[src/rtl/calc_pkg.sv]
// ---------------------------------------------------------------------------
// calc_pkg : shared types for the calculator execution stage.
//   op_e    : command opcodes as carried on in_op
//   state_e : sequencer FSM states
// ---------------------------------------------------------------------------
package calc_pkg;

   typedef enum logic [1:0] {
      OP_ADD = 2'b00,
      OP_SUB = 2'b01,
      OP_ACC = 2'b10,
      OP_CLR = 2'b11
   } op_e;

   typedef enum logic [1:0] {
      S_IDLE = 2'd0,
      S_EXEC = 2'd1,
      S_DONE = 2'd2
   } state_e;

endpackage

[src/rtl/n_bit_adder.sv]
// ---------------------------------------------------------------------------
// n_bit_adder : ripple-carry N-bit adder.
//   a, b  : N-bit addends
//   cin   : carry in
//   sum   : a + b + cin modulo 2^N
//   cout  : carry out of the MSB
//   ov    : signed overflow (carry into MSB xor carry out of MSB)
// ---------------------------------------------------------------------------
module n_bit_adder #(
   parameter int N = 32
) (
   input  logic [N-1:0] a,
   input  logic [N-1:0] b,
   input  logic         cin,
   output logic [N-1:0] sum,
   output logic         cout,
   output logic         ov
);

   logic [N:0] c;

   assign c[0] = cin;

   for (genvar i = 0; i < N; i++) begin : g_bit
      assign sum[i]   = a[i] ^ b[i] ^ c[i];
      assign c[i+1]   = (a[i] & b[i]) | (c[i] & (a[i] ^ b[i]));
   end

   assign cout = c[N];
   assign ov   = c[N] ^ c[N-1];

endmodule

[src/rtl/calc_alu_sequencer.sv]
// ---------------------------------------------------------------------------
// calc_alu_sequencer : handshaked add/sub/accumulate stage around n_bit_adder.
//   clk, rst_n           : clock, async active-low reset
//   in_valid/in_ready    : command handshake (in_op, in_a, in_b)
//   out_valid/out_ready  : result handshake (out_result + flags)
//   out_cout             : adder carry (SUB: 1 = no borrow)
//   out_ov, out_zero     : signed overflow, result == 0
//   acc_value            : accumulator contents
// Optional: define CALC_SATURATE_EN to clamp overflowing results to the
// signed max/min instead of wrapping.
// ---------------------------------------------------------------------------
module calc_alu_sequencer
   import calc_pkg::*;
#(
   parameter int N = 32
) (
   input  logic         clk,
   input  logic         rst_n,
   input  logic         in_valid,
   output logic         in_ready,
   input  logic [1:0]   in_op,
   input  logic [N-1:0] in_a,
   input  logic [N-1:0] in_b,
   output logic         out_valid,
   input  logic         out_ready,
   output logic [N-1:0] out_result,
   output logic         out_cout,
   output logic         out_ov,
   output logic         out_zero,
   output logic [N-1:0] acc_value
);

   state_e       state;
   op_e          op_q;
   logic [N-1:0] a_q, b_q;

   logic [N-1:0] add_a, add_b, sum, res;
   logic         add_cin, add_cout, ov;
   logic         adder_ov_unused;

   // Steer adder inputs from the captured command.
   always_comb begin
      add_a   = '0;
      add_b   = '0;
      add_cin = 1'b0;
      case (op_q)
         OP_ADD: begin add_a = a_q;       add_b = b_q;  end
         OP_SUB: begin add_a = a_q;       add_b = ~b_q; add_cin = 1'b1; end
         OP_ACC: begin add_a = acc_value; add_b = b_q;  end
         default: ;
      endcase
   end

   n_bit_adder #(.N(N)) u_adder (
      .a    (add_a),
      .b    (add_b),
      .cin  (add_cin),
      .sum  (sum),
      .cout (add_cout),
      .ov   (adder_ov_unused)
   );

   // Overflow from the sign bits actually fed to the adder (b already
   // inverted for SUB).
   assign ov = (add_a[N-1] == add_b[N-1]) && (sum[N-1] != add_a[N-1]);

`ifdef CALC_SATURATE_EN
   localparam logic [N-1:0] SAT_MAX = {1'b0, {(N-1){1'b1}}};
   localparam logic [N-1:0] SAT_MIN = {1'b1, {(N-1){1'b0}}};

   // Overflow can only push away from the a-input's sign, so that sign
   // picks the rail.
   assign res = ov ? (add_a[N-1] ? SAT_MIN : SAT_MAX) : sum;
`else
   assign res = sum;
`endif

   always_ff @(posedge clk or negedge rst_n) begin
      if (!rst_n) begin
         state      <= S_IDLE;
         in_ready   <= 1'b1;
         out_valid  <= 1'b0;
         op_q       <= OP_ADD;
         a_q        <= '0;
         b_q        <= '0;
         out_result <= '0;
         out_cout   <= 1'b0;
         out_ov     <= 1'b0;
         out_zero   <= 1'b0;
         acc_value  <= '0;
      end else begin
         case (state)
            S_IDLE: begin
               if (in_valid) begin
                  op_q     <= op_e'(in_op);
                  a_q      <= in_a;
                  b_q      <= in_b;
                  in_ready <= 1'b0;
                  state    <= S_EXEC;
               end
            end
            S_EXEC: begin
               if (op_q == OP_CLR) begin
                  out_result <= '0;
                  out_cout   <= 1'b0;
                  out_ov     <= 1'b0;
                  out_zero   <= 1'b1;
                  acc_value  <= '0;
               end else begin
                  out_result <= res;
                  out_cout   <= add_cout;
                  out_ov     <= ov;
                  out_zero   <= (res == '0);
                  if (op_q == OP_ACC) acc_value <= res;
               end
               out_valid <= 1'b1;
               state     <= S_DONE;
            end
            S_DONE: begin
               // in_ready rises the cycle after the output handshake.
               if (out_ready) begin
                  out_valid <= 1'b0;
                  in_ready  <= 1'b1;
                  state     <= S_IDLE;
               end
            end
            default: begin
               out_valid <= 1'b0;
               in_ready  <= 1'b1;
               state     <= S_IDLE;
            end
         endcase
      end
   end

endmodule

[config.mk]
export PLATFORM = sky130hd
export DESIGN_NAME = calc_alu_sequencer
export DESIGN_NICKNAME = d
export VERILOG_FILES = /design/src/rtl/calc_pkg.sv /design/src/rtl/n_bit_adder.sv /design/src/rtl/calc_alu_sequencer.sv
export SDC_FILE = /design/constraint.sdc
export NUM_CORES = 1
export LEC_CHECK = 0
export ABC_AREA = 1
export BUFFER_PORTS_ARGS = -buffer_cell sky130_fd_sc_hd__buf_2
export CAP_MARGIN = 20
export CORE_MARGIN = 4
export CORE_UTILIZATION = 59
export CTS_CLUSTER_SIZE = 8
export DETAILED_ROUTE_END_ITERATION = 16
export HOLD_SLACK_MARGIN = 0.15
export PLACE_DENSITY = 0.85
export SLEW_MARGIN = 5
export SYNTH_ARGS = -nofsm -noshare
export SYNTH_HDL_FRONTEND = slang
export SYNTH_HIERARCHICAL = 1
export SYNTH_SLANG_ARGS = --single-unit
[constraint.sdc]
create_clock -name clk -period 40.1 [get_ports clk]
set_input_delay 2.005 -clock clk [delete_from_list [all_inputs] [get_ports clk]]
set_output_delay 2.005 -clock clk [all_outputs]
set_load 0.02 [all_outputs]
==> key figures, run 1 <==
Worst setup path
  • Worst setup SP type: flop
  • Crit path arrival time: 15.64 ns
  • Critical Path RT: roughly 40 ns
  • Slowest CP cell: nand2_1
  • Crit. End Element: flop
  • Slowest stage delay, CP: about 0.85 ns
  • Crit Path Class: reg2reg
  • CP max FO: 35
  • Most frequent cell on the critical path: fa_1

Clocking
  • Hold Buf Count CTS: 0
  • CTS tree: done
  • Clk_lat worst skew: 0.52 ns
  • Max Buffers Root-to-Sink: 2
  • H-tree depth: 4
  • CTS clk-pin slew, worst paths: ~0.06 ns
  • Post-CTS Setup Bufs: 0
  • Post-cts gate resize count: 0
  • CTS Sinks: 137
  • Root Buffer: clkbuf_8
  • Num CTS Buffers: 17

Global routing
  • Antenna violations before repair: 0
  • First-pass GRT wire length: 28.1 mm
  • Gr usage total: 27.7%
  • Vias in the first global route: between 5000 and 6000
  • Largest net degree at the start of global routing: between 70 and 80
  • Global route total overflow: 0

Placed design
  • I/O Buffers: 138
  • Placed Instance Area: 7280 µm²
  • Detailed Place HPWL: approximately 11 mm
  • Final GP Congestion: 0.838
  • Dpl ws: 25.18 ns
  • Placed cells: 984

Synthesis
  • Mean Syn Cell Area: between 8 and 9 µm²
  • Syn_nets: 845
  • Yosys Warn Count: 6
  • Post-Synthesis Cell Area: 6600 µm²
  • Cells after synthesis: 743

Routing
  • DR vias/cell: 5.55
  • Iter 0 DRT Violations: 517
  • Via count: 5640
  • Post-route ant nets: 0
  • DRC violations left: 0
  • Routed WL per cell: 17.1 µm
  • Final WL: 17.4 mm
  • Pre-Repair DR Iteration Count: 5

STA
  • Max-slew headroom: 29.8%
  • Post-route minimum period: roughly 15 ns
  • Final setup fails: 0
  • Unrepaired setup endpoints after global routing: no
  • WHS: between 0.4 and 0.5 ns
  • Final period utilization: a little under two fifths
  • Setup WS post-layout: 24.88 ns
  • Skew final: 0.00869 ns
  • Worst-margin pin slew: 1.05 ns
  • Pins Over Slew Limit: 0
  • Post-route setup TNS: 0 ns
  • Final hold violations: 0
  • Max Freq: 65.7 MHz

Run
  • Max-cap violations: 0

Power and ir drop
  • Pwr dens: 109 nW/µm²
  • Sw Pwr: 0.396 mW
  • Worst VDD drop: approximately 0.000051 V
  • Leak Pwr: 4.24 nW
  • Switching share of power: 46.0%
  • Power Total: ~0.86 mW
  • Clock power share: between 15 and 20%
  • Comb pwr share: 52.6%
  • Seq pwr share: 29.3%
  • Internal power: 0.465 mW

Cells and area
  • Synth-to-Final Area Change: 19.7%
  • # nets final: 967
  • Post-Layout Cell Count: 1017
  • Most common cell after layout, fill and taps aside: nand2_1
  • Design area: roughly 7900 µm²
  • Most frequent cells in the layout: nand2_1 (348), buf_2 (137), dfrtp_1 (136)
  • Ant diodes: 0
  • Layout cells sized above 1: slightly above 20%
  • Layout Utilization: between 70% and 80%

Die
  • CORE AREA: 10900 µm²
  • Initial Utilization: roughly three fifths
  • I/O Pins: approximately 140
  • Die Width: approximately 110 µm
  • Height of the chip: 114 µm
  • Die area: between 10000 and 15000 µm²
  • FP Rows: 38

Outcome
  • Status: complete, no violations

Min path
  • HP Class: reg2reg
[layer usage]
layer	GRT usage [%]	vias to the layer above	routed length (µm)	share of wire [%]
li1	-	2599	-	-
met1	36.6	2714	6740	39
met2	45.4	287	8700	50
met3	5.20	40	1500	8.6
met4	11.5	0	464	2.7
met5	0	-	0	0
[worst max-delay path: cells and delay by family (launching register included)]
kind                       cells  cell delay, ns
AOI/OAI and AO/OA              1            0.28
adders and majority gates     32           12.58
buffers and inverters          5            0.61
DFF                            1            0.39
and+or+nand+nor                8            1.25
[state kept, by name, summed over array words and instances (netlist names), 2 cells and up]
signal and flops:
state 2, a_q 32, out_result 32, b_q 32, op_q 2, acc_value 32
[path summary, 6_finish.rpt]
check / slack, ns / endpoint / from / cells after the start
max: 24.88 / out_zero$_DFFE_PN0P_ / op_q[1]$_DFFE_PN0P_ / 46
min: 0.48 / out_valid$_DFFE_PN0P_ / out_valid$_DFFE_PN0P_ / 2
max reg2reg: 24.88 / out_zero$_DFFE_PN0P_ / op_q[1]$_DFFE_PN0P_ / 46
min reg2reg: 0.48 / out_valid$_DFFE_PN0P_ / out_valid$_DFFE_PN0P_ / 2
max in group asynchronous: 37.30 / acc_value[2]$_DFFE_PN0P_ / rst_n / 2
min in group asynchronous: 1.45 / state[1]$_DFFE_PN0P_ / rst_n / 1
[cell type report]
type	instances	area, µm²
inverter	20	75.1
tap	140	175
timing repair buffer	144	762
clock inverter	8	119
fill	787	2990
multi-input combinational	545	2870
sequential	137	3430
clock buffer	23	467
[power by group through the flow]
| stage | sequential, mW | clock [mW] | combinational, mW |
|---|---|---|---|
| 3_5_place_dp | 0.251 | 0 | 0.434 |
| 5_1_grt | 0.259 | 0.164 | 0.507 |
| 3_3_place_gp | 0.248 | 0 | 0.416 |
| 2_1_floorplan | 0.273 | 0 | 0.289 |
| 6_report | 0.252 | 0.156 | 0.453 |
| 4_1_cts | 0.251 | 0.156 | 0.446 |
Power figures use the tool's default switching activity.
==> inputs of run 2 (changes only) <==
Settings changed: ABC_AREA 1 to 0, CORE_UTILIZATION 59 to 50, PLACE_DENSITY 0.85 to 0.77.
Clock period 40.1 ns to 13.2 ns, I/O delays scaled along.
==> key figures, run 2 <==
Outcome
  • Status: complete, no violations

Routing
  • Via count: 4814
  • Routed WL per cell: 19.0 µm
  • Iter 0 DRT Violations: approximately 350
  • Pre-Repair DR Iteration Count: 6
  • Final WL: ~17 mm
  • DRC violations left: 0
  • DR vias/cell: 5.53
  • Post-route ant nets: 0

Worst setup path
  • R2R cell count: 41
  • Critical Path RT: around 14 ns
  • R2R Setup Slk: about 0.35 ns
  • Most frequent cell on the critical path: fa_2
  • Reg-to-Reg End: out_ov$_DFFE_PN0P_
  • Slowest stage delay, CP: 0.43 ns
  • Worst setup SP type: flop
  • Worst reg2reg startpoint: op_q[1]$_DFFE_PN0P_
  • CP max FO: 4
  • Slowest CP cell: fa_1
  • Crit. End Element: flop
  • Crit path arrival time: 13.21 ns
  • Crit Path Class: reg2reg

Synthesis
  • Post-Synthesis Cell Area: 6620 µm²
  • Mean Syn Cell Area: about 12 µm²
  • Cells after synthesis: 546
  • Yosys Warn Count: 6
  • Syn_nets: approximately 650

STA
  • Pins Over Slew Limit: 0
  • Final hold violations: 0
  • WHS: 0.207 ns
  • Worst-margin pin slew: 1.01 ns
  • Max-slew headroom: 32.7%
  • Final setup fails: 0
  • Skew final: 0.00905 ns
  • Max Freq: 77.8 MHz
  • Unrepaired setup endpoints after global routing: no
  • Post-route minimum period: 12.85 ns
  • Final period utilization: just under 100%

Clocking
  • H-tree depth: 4
  • CTS Sinks: 137
  • Clk_lat worst skew: 0.43 ns
  • Hold Buf Count CTS: 0
  • Root Buffer: clkbuf_16
  • Num CTS Buffers: 17
  • CTS clk-pin slew, worst paths: 0.06 ns
  • CTS tree: done
  • Max Buffers Root-to-Sink: 2

Global routing
  • Antenna violations before repair: 0
  • Gr usage total: between 20% and 30%
  • Vias in the first global route: 5087
  • Global route total overflow: 0
  • First-pass GRT wire length: between 20 and 30 mm
  • Largest net degree at the start of global routing: 73

Die
  • Die area: between 15000 and 20000 µm²
  • CORE AREA: roughly 13000 µm²
  • Initial Utilization: 51.8%
  • Height of the chip: 123 µm
  • Die Width: 123 µm
  • I/O Pins: 139
  • FP Rows: 41

Run
  • Max-cap violations: 0

Cells and area
  • Filler cells: between 900 and 1000
  • Most common cell after layout, fill and taps aside: buf_2
  • Ant diodes: 0
  • Synth-to-Final Area Change: 25.4%
  • # nets final: 787
  • Most frequent cells in the layout: buf_2 (137), dfrtp_1 (136), nand2_1 (104)
  • Layout cells sized above 1: 42.0%

Placed design
  • Final GP Congestion: 0.791
  • Detailed Place HPWL: 11.1 mm
  • I/O Buffers: 138

Min path
  • HP Class: in2async
==> run 2: timing repair <==
item,in CTS,in global routing
gates resized for setup,10,14
cloned,0,0
pin swaps,0,2
setup buffers,0,1
endpoints found under the setup margin,4,4
==> run 2: metal layers <==
layer	GRT usage [%]	part of all wire [%]	vias to the layer above
met2	37.8	49	168
met5	0	0	-
met1	30.9	43	2450
met3	5.72	6.5	28
li1	-	-	2168
met4	6.85	1.7	0
==> run 2: critical path, delay by kind of cell (launching register included) <==
family | cells | cell delay [ns]
and+or+nand+nor | 3 | 0.54
DFF | 1 | 0.40
adders and majority gates | 32 | 11.23
AOI/OAI and AO/OA | 2 | 0.35
buffers and inverters | 4 | 0.28
==> run 2: how the worst max path moves through the flow <==
stage | slack, ns | start | end | depth (start not counted)
2_1_floorplan | 0.009 | op_q[1]$_DFFE_PN0P_ | out_ov$_DFFE_PN0P_ | 41
3_3_place_gp | -0.17 | op_q[1]$_DFFE_PN0P_ | out_ov$_DFFE_PN0P_ | 41
3_5_place_dp | -0.38 | op_q[1]$_DFFE_PN0P_ | out_result[31]$_DFFE_PN0P_ | 41
4_1_cts | 0.004 | op_q[1]$_DFFE_PN0P_ | out_result[31]$_DFFE_PN0P_ | 41
5_1_grt | 0.04 | op_q[1]$_DFFE_PN0P_ | out_ov$_DFFE_PN0P_ | 42
6_report | 0.35 | op_q[1]$_DFFE_PN0P_ | out_ov$_DFFE_PN0P_ | 41
==> run 2: cell type report <==
class | count | area, µm² | share of cell area, %
Multi-Input combinational cell | 360 | 3030 | 36.5
Sequential cell | 137 | 3430 | 41.3
Timing Repair Buffer | 157 | 872 | 10.5
Clock buffer | 20 | 457 | 5.51
Clock inverter | 12 | 245 | 2.96
Inverter | 12 | 45.0 | 0.543
Tap cell | 172 | 215 | 2.59
==> run 2: per-stage QoR <==
| step | util, % | std cells | setup TNS (ns) | area (µm²) | worst slack, ns |
|---|---|---|---|---|---|
| final | 64.9 | 870 | 0 | 8290 | 0.348 |
| after global routing | 64.9 | 870 | 0 | 8290 | 0.0429 |
| after CTS | 64.3 | 867 | 0 | 8220 | 0.00354 |
| after detailed placement | 58.7 | 835 | -1.45 | 7490 | -0.376 |
| after global placement | 58.6 | 834 | -0.598 | 7480 | -0.167 |
| after floorplan | - | 546 | 0 | 6650 | 0.00901 |
Power of run 2 is not shown: default switching activity piles up to over one toggle a cycle in this logic, so the estimate is an artifact.
